<file path="config.mk">
export PLATFORM = sky130hd
export DESIGN_NAME = mod7_serial_tx_flat
export DESIGN_NICKNAME = d
export VERILOG_FILES = /design/src/rtl/mod7_pkg.sv /design/src/rtl/mod7_serial_tx_if.sv /design/src/rtl/mod7_accum.sv /design/src/rtl/mod7_serial_tx.sv /design/src/flat_wrapper.sv
export SDC_FILE = /design/constraint.sdc
export NUM_CORES = 1
export LEC_CHECK = 0
export CORE_ASPECT_RATIO = 2
export CORE_UTILIZATION = 45
export DETAILED_ROUTE_END_ITERATION = 8
export PLACE_DENSITY = 0.68
export SYNTH_ARGS = -nofsm -noshare
export SYNTH_HDL_FRONTEND = slang
export SYNTH_SLANG_ARGS = --single-unit
</file>
<file path="constraint.sdc">
create_clock -name clk -period 1.9 [get_ports clk]
set_input_delay 0.475 -clock clk [delete_from_list [all_inputs] [get_ports clk]]
set_output_delay 0.475 -clock clk [all_outputs]
set_load 0.1 [all_outputs]
</file>
<file path="src/rtl/mod7_pkg.sv">
// Shared definitions for the mod-7 serial link: FSM states, check-symbol width
// and the residue step used by transmitter, receiver and bench models.
package mod7_pkg;

  localparam int CHK_W = 3;

  typedef enum logic [1:0] {
    IDLE  = 2'd0,
    DATA  = 2'd1,
    CHECK = 2'd2,
    GAP   = 2'd3
  } state_t;

  // Appending bit b to a prefix with residue r gives (2r + b) mod 7; 2r + b <= 13.
  function automatic logic [CHK_W-1:0] MOD7_STEP(input logic [CHK_W-1:0] r, input logic b);
    logic [CHK_W:0] v;
    v = {r, b};
    return CHK_W'((v >= 4'd7) ? (v - 4'd7) : v);
  endfunction

endpackage

</file>
<file path="src/rtl/mod7_serial_tx_if.sv">
// Parallel load handshake between a word producer and the mod-7 serial transmitter.
interface mod7_serial_tx_if #(
  parameter int DATA_W = 16
);

  logic              load_valid;
  logic [DATA_W-1:0] load_data;
  logic              load_ready;

  modport master (
    output load_valid,
    output load_data,
    input  load_ready
  );

  modport slave (
    input  load_valid,
    input  load_data,
    output load_ready
  );

endinterface

</file>
<file path="src/rtl/mod7_accum.sv">
// Registered running residue mod 7 of a serial bit stream, MSB first.
// The next-state value is exported so the owner can capture the final residue on the last bit.
module mod7_accum
  import mod7_pkg::*;
(
  input  logic             clk,
  input  logic             rst_n,
  input  logic             clr_i,
  input  logic             en_i,
  input  logic             b_i,
  output logic [CHK_W-1:0] res_o,
  output logic [CHK_W-1:0] res_next_o
);

  logic [CHK_W-1:0] res_q;
  logic [CHK_W-1:0] res_d;

  // Clear wins over accumulate so a new frame always starts from zero.
  always_comb begin
    res_d = res_q;
    if (clr_i) begin
      res_d = 3'd0;
    end else if (en_i) begin
      res_d = MOD7_STEP(res_q, b_i);
    end else begin
      res_d = res_q;
    end
  end

  always_ff @(posedge clk or negedge rst_n) begin
    if (!rst_n) begin
      res_q <= 3'd0;
    end else begin
      res_q <= res_d;
    end
  end

  assign res_o      = res_q;
  assign res_next_o = res_d;

endmodule

</file>
<file path="src/rtl/mod7_serial_tx.sv">
// Serial frame transmitter: shifts a parallel word out MSB first, then appends
// its 3-bit residue mod 7 as a check symbol, followed by one idle GAP cycle.
module mod7_serial_tx
  import mod7_pkg::*;
#(
  parameter int DATA_W = 16
) (
  input  logic                   clk,
  input  logic                   rst_n,
  mod7_serial_tx_if.slave        load_if,
  output logic                   data_out,
  output logic                   frame_out,
  output logic [CHK_W-1:0]       residue_out,
  output logic                   done
);

  localparam int CNT_W = $clog2(DATA_W);

  state_t             state_q, state_d;
  logic [DATA_W-1:0]  shift_q, shift_d;
  logic [CNT_W-1:0]   cnt_q, cnt_d;
  logic [CHK_W-1:0]   chk_q, chk_d;
  logic               data_q, data_d;
  logic               frame_q, frame_d;
  logic               done_q, done_d;
  logic               ready_q, ready_d;
  logic               acc_clr_s;
  logic               acc_en_s;
  logic [CHK_W-1:0]   acc_res_s;
  logic [CHK_W-1:0]   acc_next_s;

  mod7_accum u_accum (
    .clk        (clk),
    .rst_n      (rst_n),
    .clr_i      (acc_clr_s),
    .en_i       (acc_en_s),
    .b_i        (data_q),
    .res_o      (acc_res_s),
    .res_next_o (acc_next_s)
  );

  // Shift and check registers keep the next bit to send in their MSB.
  always_comb begin
    state_d   = state_q;
    shift_d   = shift_q;
    cnt_d     = cnt_q;
    chk_d     = chk_q;
    data_d    = data_q;
    frame_d   = frame_q;
    done_d    = 1'b0;
    acc_clr_s = 1'b0;
    acc_en_s  = 1'b0;
    case (state_q)
      IDLE: begin
        if (load_if.load_valid && ready_q) begin
          state_d   = DATA;
          shift_d   = {load_if.load_data[DATA_W-2:0], 1'b0};
          cnt_d     = '0;
          data_d    = load_if.load_data[DATA_W-1];
          frame_d   = 1'b1;
          acc_clr_s = 1'b1;
        end else begin
          data_d  = 1'b0;
          frame_d = 1'b0;
        end
      end
      DATA: begin
        acc_en_s = 1'b1;
        if (cnt_q == CNT_W'(DATA_W - 1)) begin
          state_d = CHECK;
          chk_d   = {acc_next_s[1:0], 1'b0};
          data_d  = acc_next_s[2];
          cnt_d   = '0;
        end else begin
          shift_d = {shift_q[DATA_W-2:0], 1'b0};
          data_d  = shift_q[DATA_W-1];
          cnt_d   = cnt_q + CNT_W'(1);
        end
      end
      CHECK: begin
        if (cnt_q == CNT_W'(2)) begin
          state_d = GAP;
          data_d  = 1'b0;
          frame_d = 1'b0;
          done_d  = 1'b1;
          cnt_d   = '0;
        end else begin
          chk_d  = {chk_q[1:0], 1'b0};
          data_d = chk_q[2];
          cnt_d  = cnt_q + CNT_W'(1);
        end
      end
      GAP: begin
        state_d = IDLE;
      end
      default: begin
        state_d = IDLE;
        data_d  = 1'b0;
        frame_d = 1'b0;
      end
    endcase
    ready_d = (state_d == IDLE);
  end

  always_ff @(posedge clk or negedge rst_n) begin
    if (!rst_n) begin
      state_q <= IDLE;
      shift_q <= '0;
      cnt_q   <= '0;
      chk_q   <= 3'd0;
      data_q  <= 1'b0;
      frame_q <= 1'b0;
      done_q  <= 1'b0;
      ready_q <= 1'b1;
    end else begin
      state_q <= state_d;
      shift_q <= shift_d;
      cnt_q   <= cnt_d;
      chk_q   <= chk_d;
      data_q  <= data_d;
      frame_q <= frame_d;
      done_q  <= done_d;
      ready_q <= ready_d;
    end
  end

  assign load_if.load_ready = ready_q;
  assign data_out           = data_q;
  assign frame_out          = frame_q;
  assign residue_out        = acc_res_s;
  assign done               = done_q;

endmodule

</file>
<file path="src/flat_wrapper.sv">
// flat-port wrapper written by rule: the top's interface ports become plain ports
module mod7_serial_tx_flat import mod7_pkg::*;
#(
  parameter int DATA_W = 16
)
  (clk, rst_n, data_out, frame_out, residue_out, done, load_if_load_valid, load_if_load_data, load_if_load_ready);
  mod7_serial_tx_if #(.DATA_W(DATA_W)) load_if_i ();
  input  logic clk;
  input  logic rst_n;
  output logic data_out;
  output logic frame_out;
  output logic [CHK_W-1:0] residue_out;
  output logic done;
  input wire logic [$bits(load_if_i.load_valid)-1:0] load_if_load_valid;
  input wire logic [$bits(load_if_i.load_data)-1:0] load_if_load_data;
  output wire logic [$bits(load_if_i.load_ready)-1:0] load_if_load_ready;
  assign load_if_i.load_valid = load_if_load_valid;
  assign load_if_i.load_data = load_if_load_data;
  assign load_if_load_ready = load_if_i.load_ready;
  mod7_serial_tx #(.DATA_W(DATA_W)) u_core (.clk(clk), .rst_n(rst_n), .load_if(load_if_i), .data_out(data_out), .frame_out(frame_out), .residue_out(residue_out), .done(done));
endmodule
</file>
==> flow_summary.json <==
{
  "n_antenna_cell": 0,
  "fin_setup_tns_ns": 0,
  "ir_drop_mv": 1.07,
  "crit-reg2reg-capture": "u_core.cnt_q[1]$_DFFE_PN0P_",
  "path_cells": "inv_1, ha_1, a21boi_1, or2_2, nor2_1, a22o_1",
  "die_width_microns": 45.7,
  "drv_slew": 0,
  "initial_utilization": 0.472,
  "fin_crit_ns": 1.78,
  "place.port_buffers": 25,
  "core_area_sq_mm": 0.00365,
  "insertion_delay_ns": 0.28,
  "maxCapViolCount": 0,
  "antenna_found_initial": 0,
  "grt_max_degree": 31,
  "place_hpwl_mm": 2.62,
  "synthFlopType": "dfrtp_1",
  "cpPeakStageDelay_ns": 0.43,
  "mappedNetlistArea_sq_mm": 0.00172,
  "rr_startpoint": "u_core.state_q[1]$_DFF_PN0_",
  "outcome": "complete, no violations",
  "drt_iter0_markers": 19,
  "p_per_area_mw_per_mm2": 1750,
  "critPathLaunch": "u_core.state_q[1]$_DFF_PN0_",
  "ant_nets": 0,
  "synth-adder-area-share": 0.0581,
  "clk_pin_slew_worst_paths_ns": 0.07,
  "rsz0062_at_grt": "no",
  "fin_nets": 226,
  "cts_buffer_depth": 2,
  "leakage_nw": 0.929,
  "register_area_sq_um": 754,
  "synthMuxAreaShare": 0.0988,
  "drt-vias-per-instance": 5.34,
  "cp-start-kind": "flip-flop",
  "path_class": "flip-flop to flip-flop",
  "grt_usage": 0.208,
  "htreeDepth": 2,
  "yosys_register_bits": 30,
  "tightest_slew_ns": 0.386,
  "r2r_setup_slack_ns": 0.12,
  "yosysMostFrequentCell": "dfrtp_1",
  "syn2layout_area_growth_pct": 28.5,
  "root_buffer": "clkbuf_8",
  "fmax_mhz": 562,
  "cts.hold.buffers_added": 0,
  "syn_inst": 167,
  "synth_top_family_by_area": "compound AO/OA/AOI/OAI gates",
  "synth.top_cell.area_share": 0.422,
  "die_h_microns": 89.5,
  "rows": 31,
  "setup_viol": 0,
  "ys_seq_area_frac": 0.437,
  "synth_cell_types": 37,
  "vias": 1330,
  "max_slew_margin": 0.742,
  "io_pins": 26,
  "drt-total-wl_mm": 3.44,
  "cp.arrival_ns": 1.94,
  "gp_congestion": 0.833,
  "hold_viol": 0,
  "hp-class": "flip-flop to flip-flop",
  "skew_ns": 0.00489,
  "cts_tree": "yes",
  "reg2regPathDepth": 6,
  "grt_overflow": 0,
  "async_flop_share": 1.00,
  "drt-pass1-iter-count": 4,
  "synth_compound_area_frac": 0.193,
  "cp_max_fo": 5,
  "cts_buffers": 5,
  "drc": 0,
  "synthTopCellsByArea": "dfrtp_1 42%, mux2i_1 9.9%, a21oi_2 7.1%, ha_1 5.8%, nor2_2 5.1%",
  "syn_avg_cell_area_sq_um": 10.3,
  "post-route-period-util": 0.936,
  "synth_edf_count": 0,
  "synth-xor-area-share": 0.00509,
  "synth_nets": 194,
  "cp-end-kind": "flip-flop",
  "worstPathRequired_ns": 2.06,
  "endpoint": "u_core.cnt_q[1]$_DFFE_PN0P_",
  "synth-simple-area-share": 0.153,
  "drive_gt1_frac": 0.290,
  "first_global_vias": 1369,
  "holdWs_ns": 0.498,
  "synthTopCellsByCount": "29 x dfrtp_1, 17 x mux2i_1, 14 x a21oi_2, 14 x nor2_2, 11 x nor2_1",
  "netlist.top_cell.by_area": "dfrtp_1",
  "grt_first_pass_wirelength_mm": 6.09,
  "yosysWarningCount": 0,
  "fillCellCount": 347,
  "cp_slowest_cell": "dfrtp_1",
  "wl_per_cell_microns": 13.8,
  "multi_input_area_sq_um": 878,
  "cts_sinks": 30,
  "die_area_sq_mm": 0.00409
}
-- through the flow --
stage | setup WS [ns] | std cells | util | area (sq um) | power [mW]
2_1_floorplan | 0.0509 | 167 | - | 1720 | 2.76
3_3_place_gp | 0.0721 | 241 | 0.580 | 2110 | 3.30
3_5_place_dp | 0.0547 | 241 | 0.580 | 2110 | 3.37
4_1_cts | 0.0665 | 249 | 0.606 | 2210 | 3.92
5_1_grt | 0.0210 | 249 | 0.607 | 2210 | 4.16
6_report | 0.121 | 249 | 0.607 | 2210 | 3.88
-- flip-flops by register name, indices dropped and copies added (netlist names) --
name                       count
u_core.chk_q                   2
u_core.load_if.load_ready      1
u_core.shift_q                15
u_core.frame_out               1
u_core.u_accum.res_o           3
u_core.cnt_q                   4
u_core.state_q                 2
u_core.done                    1
u_core.data_out                1
-- power by group --
part	total [mW]	internal [mW]	switching (mW)
combinational	2.19	0.907	1.28
sequential	1.16	0.916	0.241
clock	0.535	0.291	0.244
-- metal layers --
layer / share of wire / GRT usage / vias to the layer above
li1: - / - / 649
met1: 0.37 / 0.220 / 646
met2: 0.58 / 0.366 / 33
met3: 0.034 / 0.0485 / 2
met4: 0.0084 / 0.107 / 0
met5: 0 / 0 / -
-- worst min path at each step --
| stage | startpoint | end | slack (ns) | cells after the start |
|---|---|---|---|---|
| after detailed placement | u_core.chk_q[1]$_DFFE_PN0P_ | u_core.chk_q[1]$_DFFE_PN0P_ | 0.49 | 2 |
| after floorplan | rst_n | u_core.chk_q[1]$_DFFE_PN0P_ | 0.18 | 0 |
| after global placement | u_core.chk_q[1]$_DFFE_PN0P_ | u_core.chk_q[1]$_DFFE_PN0P_ | 0.47 | 2 |
| final | u_core.chk_q[1]$_DFFE_PN0P_ | u_core.chk_q[1]$_DFFE_PN0P_ | 0.50 | 2 |
| after global routing | u_core.chk_q[1]$_DFFE_PN0P_ | u_core.chk_q[1]$_DFFE_PN0P_ | 0.55 | 2 |
| after CTS | u_core.chk_q[1]$_DFFE_PN0P_ | u_core.chk_q[1]$_DFFE_PN0P_ | 0.50 | 2 |
-- repair_timing --
item | in CTS | in global routing
resized for setup | 0 | 1
endpoints found under the setup margin | 0 | 6
buffers inserted | 0 | 0
-- placed cells by master, fill, tap and decap left out, types with 3 or more instances in the layout --
master           netlist  layout
nand3_1                4       4
nor2b_1                3       3
a22oi_1                3       3
buf_12                 0       8
clkdlybuf4s50_1        0      18
buf_4                  1       6
clkbuf_8               0       6
mux2i_1               17      17
nor2_1                11      11
nand2_1                8       8
ha_1                   8       7
inv_1                 10      10
a21oi_2               14      14
dfrtp_1               29      27
o21ai_0                8       8
nor2_2                14      14
a21oi_1                7       7
-- worst max-delay path, delay by kind of cell (launching register included) --
| kind | cells | cell delay, ns |
|---|---|---|
| AO/OA/AOI/OAI | 2 | 0.57 |
| flip-flops | 1 | 0.43 |
| AND/OR/NAND/NOR | 2 | 0.29 |
| adder cells (fa/ha/maj) | 1 | 0.24 |
| buffers and inverters | 1 | 0.14 |
-- logic make-up (layout without fill, tap and decap cells) --
family | after synthesis | count (layout)
AO/OA/AOI/OAI | 45 | 45
XOR/XNOR | 1 | 1
adder cells (fa/ha/maj) | 8 | 8
buffers and inverters | 17 | 50
flip-flops | 30 | 30
multiplexers | 17 | 17
AND/OR/NAND/NOR | 49 | 49
-- layout make-up --
class | instances | share of cell area
clock inverters | 2 | 0.00566
inverters | 10 | 0.0170
well taps | 49 | 0.0277
clock buffers | 6 | 0.0373
flip-flops and latches | 30 | 0.341
multi-input cells | 120 | 0.397
repair buffers | 32 | 0.174
Note: power is estimated with default switching activity, not from simulation.
